File: config.mk
export PLATFORM = sky130hd
export DESIGN_NAME = usfft_io_ring
export DESIGN_NICKNAME = d
export VERILOG_FILES = /design/src/rtl/usfft_io_ring.sv
export SDC_FILE = /design/constraint.sdc
export NUM_CORES = 1
export LEC_CHECK = 0
export BUFFER_PORTS_ARGS = -buffer_cell sky130_fd_sc_hd__buf_2
export CORE_MARGIN = 1
export CORE_UTILIZATION = 35
export CTS_BUF_LIST = sky130_fd_sc_hd__clkbuf_4
export DETAILED_ROUTE_END_ITERATION = 10
export GPL_TIMING_DRIVEN = 0
export PLACE_DENSITY = 0.65
export SLEW_MARGIN = 25
export SYNTH_ARGS = -nofsm -noshare
export SYNTH_HDL_FRONTEND = slang
export SYNTH_SLANG_ARGS = --single-unit
File: constraint.sdc
create_clock -name CLK -period 27.4 [get_ports CLK]
set_input_delay 0 -clock CLK [delete_from_list [all_inputs] [get_ports CLK]]
set_output_delay 0 -clock CLK [all_outputs]
set_load 0.05 [all_outputs]
File: src/rtl/usfft_io_ring.sv
// I/O ring: input synchronisers, registered output pads and a boundary-scan chain with update register.
// Optional loopback of PAD_OUT into CORE_IN is compiled in with USFFT_IO_RING_LOOPBACK_EN.
module usfft_io_ring #(
    parameter int IN_W        = 38,
    parameter int OUT_W       = 49,
    parameter int SYNC_STAGES = 2
) (
    input  logic             CLK,
    input  logic             RST,
    input  logic [IN_W-1:0]  PAD_IN,
    output logic [IN_W-1:0]  CORE_IN,
    input  logic [OUT_W-1:0] CORE_OUT,
    input  logic [OUT_W-1:0] CORE_OE,
    output logic [OUT_W-1:0] PAD_OUT,
    output logic [OUT_W-1:0] PAD_OE,
    input  logic             TEST_EN,
`ifdef USFFT_IO_RING_LOOPBACK_EN
    input  logic             LOOPBACK,
`endif
    input  logic             BS_CAPTURE,
    input  logic             BS_SHIFT,
    input  logic             BS_UPDATE,
    input  logic             BS_SI,
    output logic             BS_SO,
    output logic             BS_BUSY
);

    localparam int CHAIN_W = IN_W + OUT_W;

    localparam logic [1:0] ST_IDLE    = 2'd0;
    localparam logic [1:0] ST_CAPTURE = 2'd1;
    localparam logic [1:0] ST_SHIFT   = 2'd2;
    localparam logic [1:0] ST_UPDATE  = 2'd3;

    // Reset asserts asynchronously but releases two edges after RST rises.
    logic [1:0] rst_sync_q;
    logic [1:0] rst_sync_d;
    logic       rst_n_int;

    always_comb begin
        rst_sync_d = {rst_sync_q[0], 1'b1};
    end

    always_ff @(posedge CLK or negedge RST) begin
        if (!RST) begin
            rst_sync_q <= '0;
        end else begin
            rst_sync_q <= rst_sync_d;
        end
    end

    assign rst_n_int = rst_sync_q[1];

    logic [SYNC_STAGES-1:0][IN_W-1:0] sync_q;
    logic [SYNC_STAGES-1:0][IN_W-1:0] sync_d;
    logic [IN_W-1:0]                  sync_last;

    always_comb begin
        sync_d[0] = PAD_IN;
        for (int i = 1; i < SYNC_STAGES; i++) begin
            sync_d[i] = sync_q[i-1];
        end
    end

    always_ff @(posedge CLK or negedge rst_n_int) begin
        if (!rst_n_int) begin
            sync_q <= '0;
        end else begin
            sync_q <= sync_d;
        end
    end

    assign sync_last = sync_q[SYNC_STAGES-1];

    logic [1:0]         state_q;
    logic [1:0]         state_d;
    logic [CHAIN_W-1:0] chain_q;
    logic [CHAIN_W-1:0] chain_d;
    logic [CHAIN_W-1:0] update_q;
    logic [CHAIN_W-1:0] update_d;

    // CAPTURE wins over UPDATE wins over SHIFT when leaving IDLE.
    always_comb begin
        state_d  = state_q;
        chain_d  = chain_q;
        update_d = update_q;
        case (state_q)
            ST_IDLE: begin
                if (BS_CAPTURE) begin
                    state_d = ST_CAPTURE;
                end else if (BS_UPDATE) begin
                    state_d = ST_UPDATE;
                end else if (BS_SHIFT) begin
                    state_d = ST_SHIFT;
                end
            end
            ST_CAPTURE: begin
                chain_d = {CORE_OUT, sync_last};
                state_d = BS_SHIFT ? ST_SHIFT : ST_IDLE;
            end
            ST_SHIFT: begin
                chain_d = {BS_SI, chain_q[CHAIN_W-1:1]};
                if (BS_SHIFT) begin
                    state_d = ST_SHIFT;
                end else if (BS_UPDATE) begin
                    state_d = ST_UPDATE;
                end else begin
                    state_d = ST_IDLE;
                end
            end
            ST_UPDATE: begin
                update_d = chain_q;
                state_d  = ST_IDLE;
            end
            default: begin
                state_d = ST_IDLE;
            end
        endcase
    end

    always_ff @(posedge CLK or negedge rst_n_int) begin
        if (!rst_n_int) begin
            state_q  <= ST_IDLE;
            chain_q  <= '0;
            update_q <= '0;
        end else begin
            state_q  <= state_d;
            chain_q  <= chain_d;
            update_q <= update_d;
        end
    end

    assign BS_SO   = chain_q[0];
    assign BS_BUSY = (state_q != ST_IDLE);

    logic [OUT_W-1:0] pad_out_q;
    logic [OUT_W-1:0] pad_out_d;
    logic [OUT_W-1:0] pad_oe_q;
    logic [OUT_W-1:0] pad_oe_d;
    logic             test_en_q;
    logic             test_en_d;

    always_comb begin
        test_en_d = TEST_EN;
        if (TEST_EN) begin
            pad_out_d = update_q[CHAIN_W-1:IN_W];
            pad_oe_d  = '1;
        end else begin
            pad_out_d = CORE_OUT;
            pad_oe_d  = CORE_OE;
        end
    end

    always_ff @(posedge CLK or negedge rst_n_int) begin
        if (!rst_n_int) begin
            pad_out_q <= '0;
            pad_oe_q  <= '0;
            test_en_q <= 1'b0;
        end else begin
            pad_out_q <= pad_out_d;
            pad_oe_q  <= pad_oe_d;
            test_en_q <= test_en_d;
        end
    end

    assign PAD_OUT = pad_out_q;
    assign PAD_OE  = pad_oe_q;

    logic [IN_W-1:0] core_func;

`ifdef USFFT_IO_RING_LOOPBACK_EN
    localparam int LB_W = (IN_W < OUT_W) ? IN_W : OUT_W;

    // Extra register puts the looped-back value two cycles behind CORE_OUT.
    logic [LB_W-1:0] loop_q;
    logic [LB_W-1:0] loop_d;

    always_comb begin
        loop_d = pad_out_q[LB_W-1:0];
    end

    always_ff @(posedge CLK or negedge rst_n_int) begin
        if (!rst_n_int) begin
            loop_q <= '0;
        end else begin
            loop_q <= loop_d;
        end
    end

    for (genvar gi = 0; gi < IN_W; gi++) begin : g_loop_mux
        if (gi < LB_W) begin : g_lb
            assign core_func[gi] = LOOPBACK ? loop_q[gi] : sync_last[gi];
        end else begin : g_pass
            assign core_func[gi] = sync_last[gi];
        end
    end
`else
    assign core_func = sync_last;
`endif

    assign CORE_IN = test_en_q ? update_q[IN_W-1:0] : core_func;

endmodule

After elaboration in Yosys (flattened, before gate mapping)
Cells that the tools add are included.

Register bits after elaboration: 353. Input port bits: 143.

Equality and inequality tests: 4. Mux-type cells: 11. Reduce and logical (&&, ||, !) cells: 3.

Operators with widths (count): 87-bit one-hot mux with 2 select lines (1); 49-bit two-way mux (2); 38-bit two-way mux (1); 2-bit two-way mux (6); 2-bit one-hot mux with 4 select lines (1); 2-bit equality test (second input constant) (2); 4-bit inequality test (second input constant) (1); 2-bit nonzero test (2); 2-bit by 1-bit equality test with 1-bit output (second input constant) (1); 2-bit logical NOT (1).

Logic depth before layout (Yosys ltp)
Word-level depth: 4. Mapped depth: 7. Depth with buffers taken out: 5.

Worst setup path after synthesis
OpenSTA, ideal clock, no wires.

Path kind: reg-to-reg. From: register state_q[0]. To: register chain_q[67]. Setup time: 0.137 ns. Arrival time: 1.297 ns. Slack: 25.966 ns. Cell stages (with the launch flop): 8. Cell sequence: dfrtp_1 -> inv_1 -> ha_1 -> buf_4 -> buf_8 -> buf_8 -> mux2i_1 -> a21oi_1.

Cells in the longest elaborated chain, start to end: 2.

RTL lines: start: declaration (line 75) `logic [1:0] state_q;`; start signal: assignment (line 127) `state_q <= state_d;`; 2-bit equality test or 2-bit by 1-bit equality test with 1-bit output (tied branches) (line 87) `case (state_q)`; 87-bit one-hot mux with 2 select lines or 2-bit nonzero test (tied branches); end signal: assignment (line 128) `chain_q <= chain_d;`; end: declaration (line 77) `logic [CHAIN_W-1:0] chain_q;`.

Several ways; a longest one is shown, not always the timed one. A chain may end at the register's enable or synchronous reset.

Final worst setup path
From: register test_en_q. To: output CORE_IN[17].

Cells in the longest elaborated chain, start to end: 1.

RTL lines: start: declaration (line 140) `logic test_en_q;`; start signal: assignment (line 162) `test_en_q <= test_en_d;`; 38-bit two-way mux (line 201) `assign CORE_IN = test_en_q ? update_q[IN_W-1:0] : core_func;`; end: declaration (line 11) `output logic [IN_W-1:0] CORE_IN,`.

Every way passes these cells.

==> results.json <==
{
  "outcome": "complete, no violations",
  "first_iter_violations": 459,
  "synth_ff_type": "dfrtp_1",
  "die-height_microns": 196,
  "ctsRootBufferMaster": "clkbuf_4",
  "final_max_slew_viol_count": 0,
  "synthArstFlopShare_pct": 100,
  "syn_area_sq_mm": 0.0132,
  "htree_levels": 3,
  "crit_path_end_kind": "output port",
  "grt_usage_pct": 18.6,
  "io_pins": 281,
  "hold_buffers": 279,
  "post_cts_resized": 0,
  "critical_path_peak_fanout": 10,
  "finalSetupTns_ps": 0,
  "drv_cap": 0,
  "core_area_sq_mm": 0.0369,
  "worst_r2r_startpoint": "state_q[0]",
  "criticalPathCategory": "flip-flop to output port",
  "power_density_mw_per_mm2": 98.8,
  "dp_hpwl_mm": 20.2,
  "viasPerCell": 4.48,
  "hold_ws_ps": 98.7,
  "irDropWorstVdd_mv": 0.0449,
  "syn_avg_cell_area_sq_um": 14.5,
  "grt_pass1_wl_mm": 55.8,
  "period_minus_slack_ps": 2220,
  "path_clk_slew_ps": 60,
  "vias": 9584,
  "final_nets": 1721,
  "clockBufferDepth": 3,
  "min_period_over_period_pct": 8.10,
  "skew_ps": 41.9,
  "drive_gt1_share_pct": 42.2,
  "drcViolationCount": 0,
  "synth_nets": 1059,
  "yosys_warnings": 0,
  "power.static_leakage_nw": 8.47,
  "timing.critical_path.from": "test_en_q",
  "drt_wl_total_mm": 35.1,
  "synth.top_cells.by_count": "353 x dfrtp_1, 174 x mux2_2, 90 x a21oi_1, 88 x mux2i_1, 88 x nor2_1",
  "grt_overflow": 0,
  "synth.yosys.seq_area_share_pct": 66.9,
  "crit_required_ps": 27400,
  "initial_utilization_pct": 35.8,
  "place.gp.congestion": 0.737,
  "drtAntennaViolNets": 0,
  "relSlewSlack_pct": 59.5,
  "grt_max_degree": 54,
  "grt_setup_unrepaired": "no",
  "finalHoldViolCount": 0,
  "firstDrtPassIters": 4,
  "area_delta_synth_final_pct": 46.5,
  "worstHoldStart": "CORE_OUT[37]",
  "die_w_microns": 196,
  "worst_pin_slew_ps": 607,
  "clock_latency_ps": 750,
  "synth_cells": 911,
  "portBuffers": 280,
  "synth_top_area_share_pct": 66.9,
  "antenna_found_initial": 2,
  "synth_top_cells_by_area": "dfrtp_1 67%, mux2_2 15%, mux2i_1 6.7%",
  "postCtsSetupBuffers": 0,
  "synth-edff-count": 0,
  "cts_tree": "built",
  "arrival_ps": 2220,
  "fmax_mhz": 451,
  "cp-start-kind": "flip-flop",
  "cts_buffers": 94,
  "synth.ff_latch_count": 353,
  "yosysMostFrequentCell": "dfrtp_1",
  "hold_class": "primary input to flip-flop",
  "rows": 70,
  "synth_top_area_cell": "dfrtp_1",
  "grt_pass1_vias": 10700,
  "wl_per_cell_microns": 16.4,
  "synth_cell_type_count": 20,
  "cts.sinks": 353,
  "dieArea_sq_mm": 0.0385,
  "setup_violations": 0
}
worst paths after layout:
path,endpoint,slack [ps],cells past startpoint
hold / removal,PAD_OUT[37],100,3
setup reg to reg,state_q[0],25260,8
setup / recovery,CORE_IN[17],25180,4
hold reg to reg,sync_d[46],280,0
min in group asynchronous,rst_sync_q[1],170,3
max in group asynchronous,chain_q[54],25940,3
where the power goes:
part           internal [mW]  switching (mW)  total (mW)
Clock                  0.233           0.209       0.442
Combinational          0.270           0.418       0.688
Sequential             0.688          0.0929       0.781
through the flow:
step / cell area (sq um) / std cells / utilization, % / total power [mW] / setup WS [ps]
global placement: 15200 / 1695 / 41.3 / 1.43 / 12890
detailed placement: 15400 / 1702 / 41.8 / 1.45 / 25390
CTS: 19300 / 2131 / 52.4 / 1.93 / 25060
floorplan: 13200 / 911 / - / 1.26 / 16830
global route: 19300 / 2138 / 52.4 / 2.03 / 24950
finish: 19300 / 2138 / 52.4 / 1.91 / 25180
critical path, stage by stage (launching register included):
cell and delay [ps]:
dfrtp_1 360, buf_4 230, buf_2 300, mux2_2 390
buf_2 210
cells by family after synthesis:
logic type,share of synthesized area [%]
AOI/OAI and AO/OA,3.51
adders and majority gates,0.474
buffers and inverters,2.57
DFF,66.9
muxes,21.5
other,0.0284
and+or+nand+nor,5.00
cell type report:
cell class / count / area, sq um
Antenna cell: 7 / 17.5
Buffer: 54 / 324
Clock buffer: 136 / 1020
Clock inverter: 14 / 83.8
Fill cell: 3088 / 17500
Inverter: 4 / 15.0
Multi-Input combinational cell: 500 / 4030
Sequential cell: 353 / 8840
Tap cell: 504 / 631
Timing Repair Buffer: 566 / 4380
cells in the final DEF, fill, tap and decap left out, types with 15 or more instances in the layout:
| cell type | count |
|---|---|
| a21oi_1 | 90 |
| mux2i_1 | 88 |
| nor2_1 | 88 |
| mux2_2 | 174 |
| dlygate4sd3_1 | 279 |
| dfrtp_1 | 352 |
| clkbuf_1 | 15 |
| clkbuf_4 | 136 |
| buf_2 | 296 |
| or2_2 | 49 |
flip-flops by register name, summed over array words and instances, names as in the netlist:
signal and count:
core_func 38, state_q 2, test_en_q 1, update_q 87
PAD_OE 49, PAD_OUT 49, sync_d 38, rst_sync_q 2
chain_q 87
per-layer routing:
layer / wire [microns] / global-route usage [%] / share of wire (%)
met5: 0 / 0 / 0
met1: 14800 / 22.0 / 42
met3: 1640 / 5.05 / 4.7
met2: 17800 / 32.1 / 51
met4: 839 / 7.03 / 2.4
Note: power is estimated with default switching activity, not from simulation.
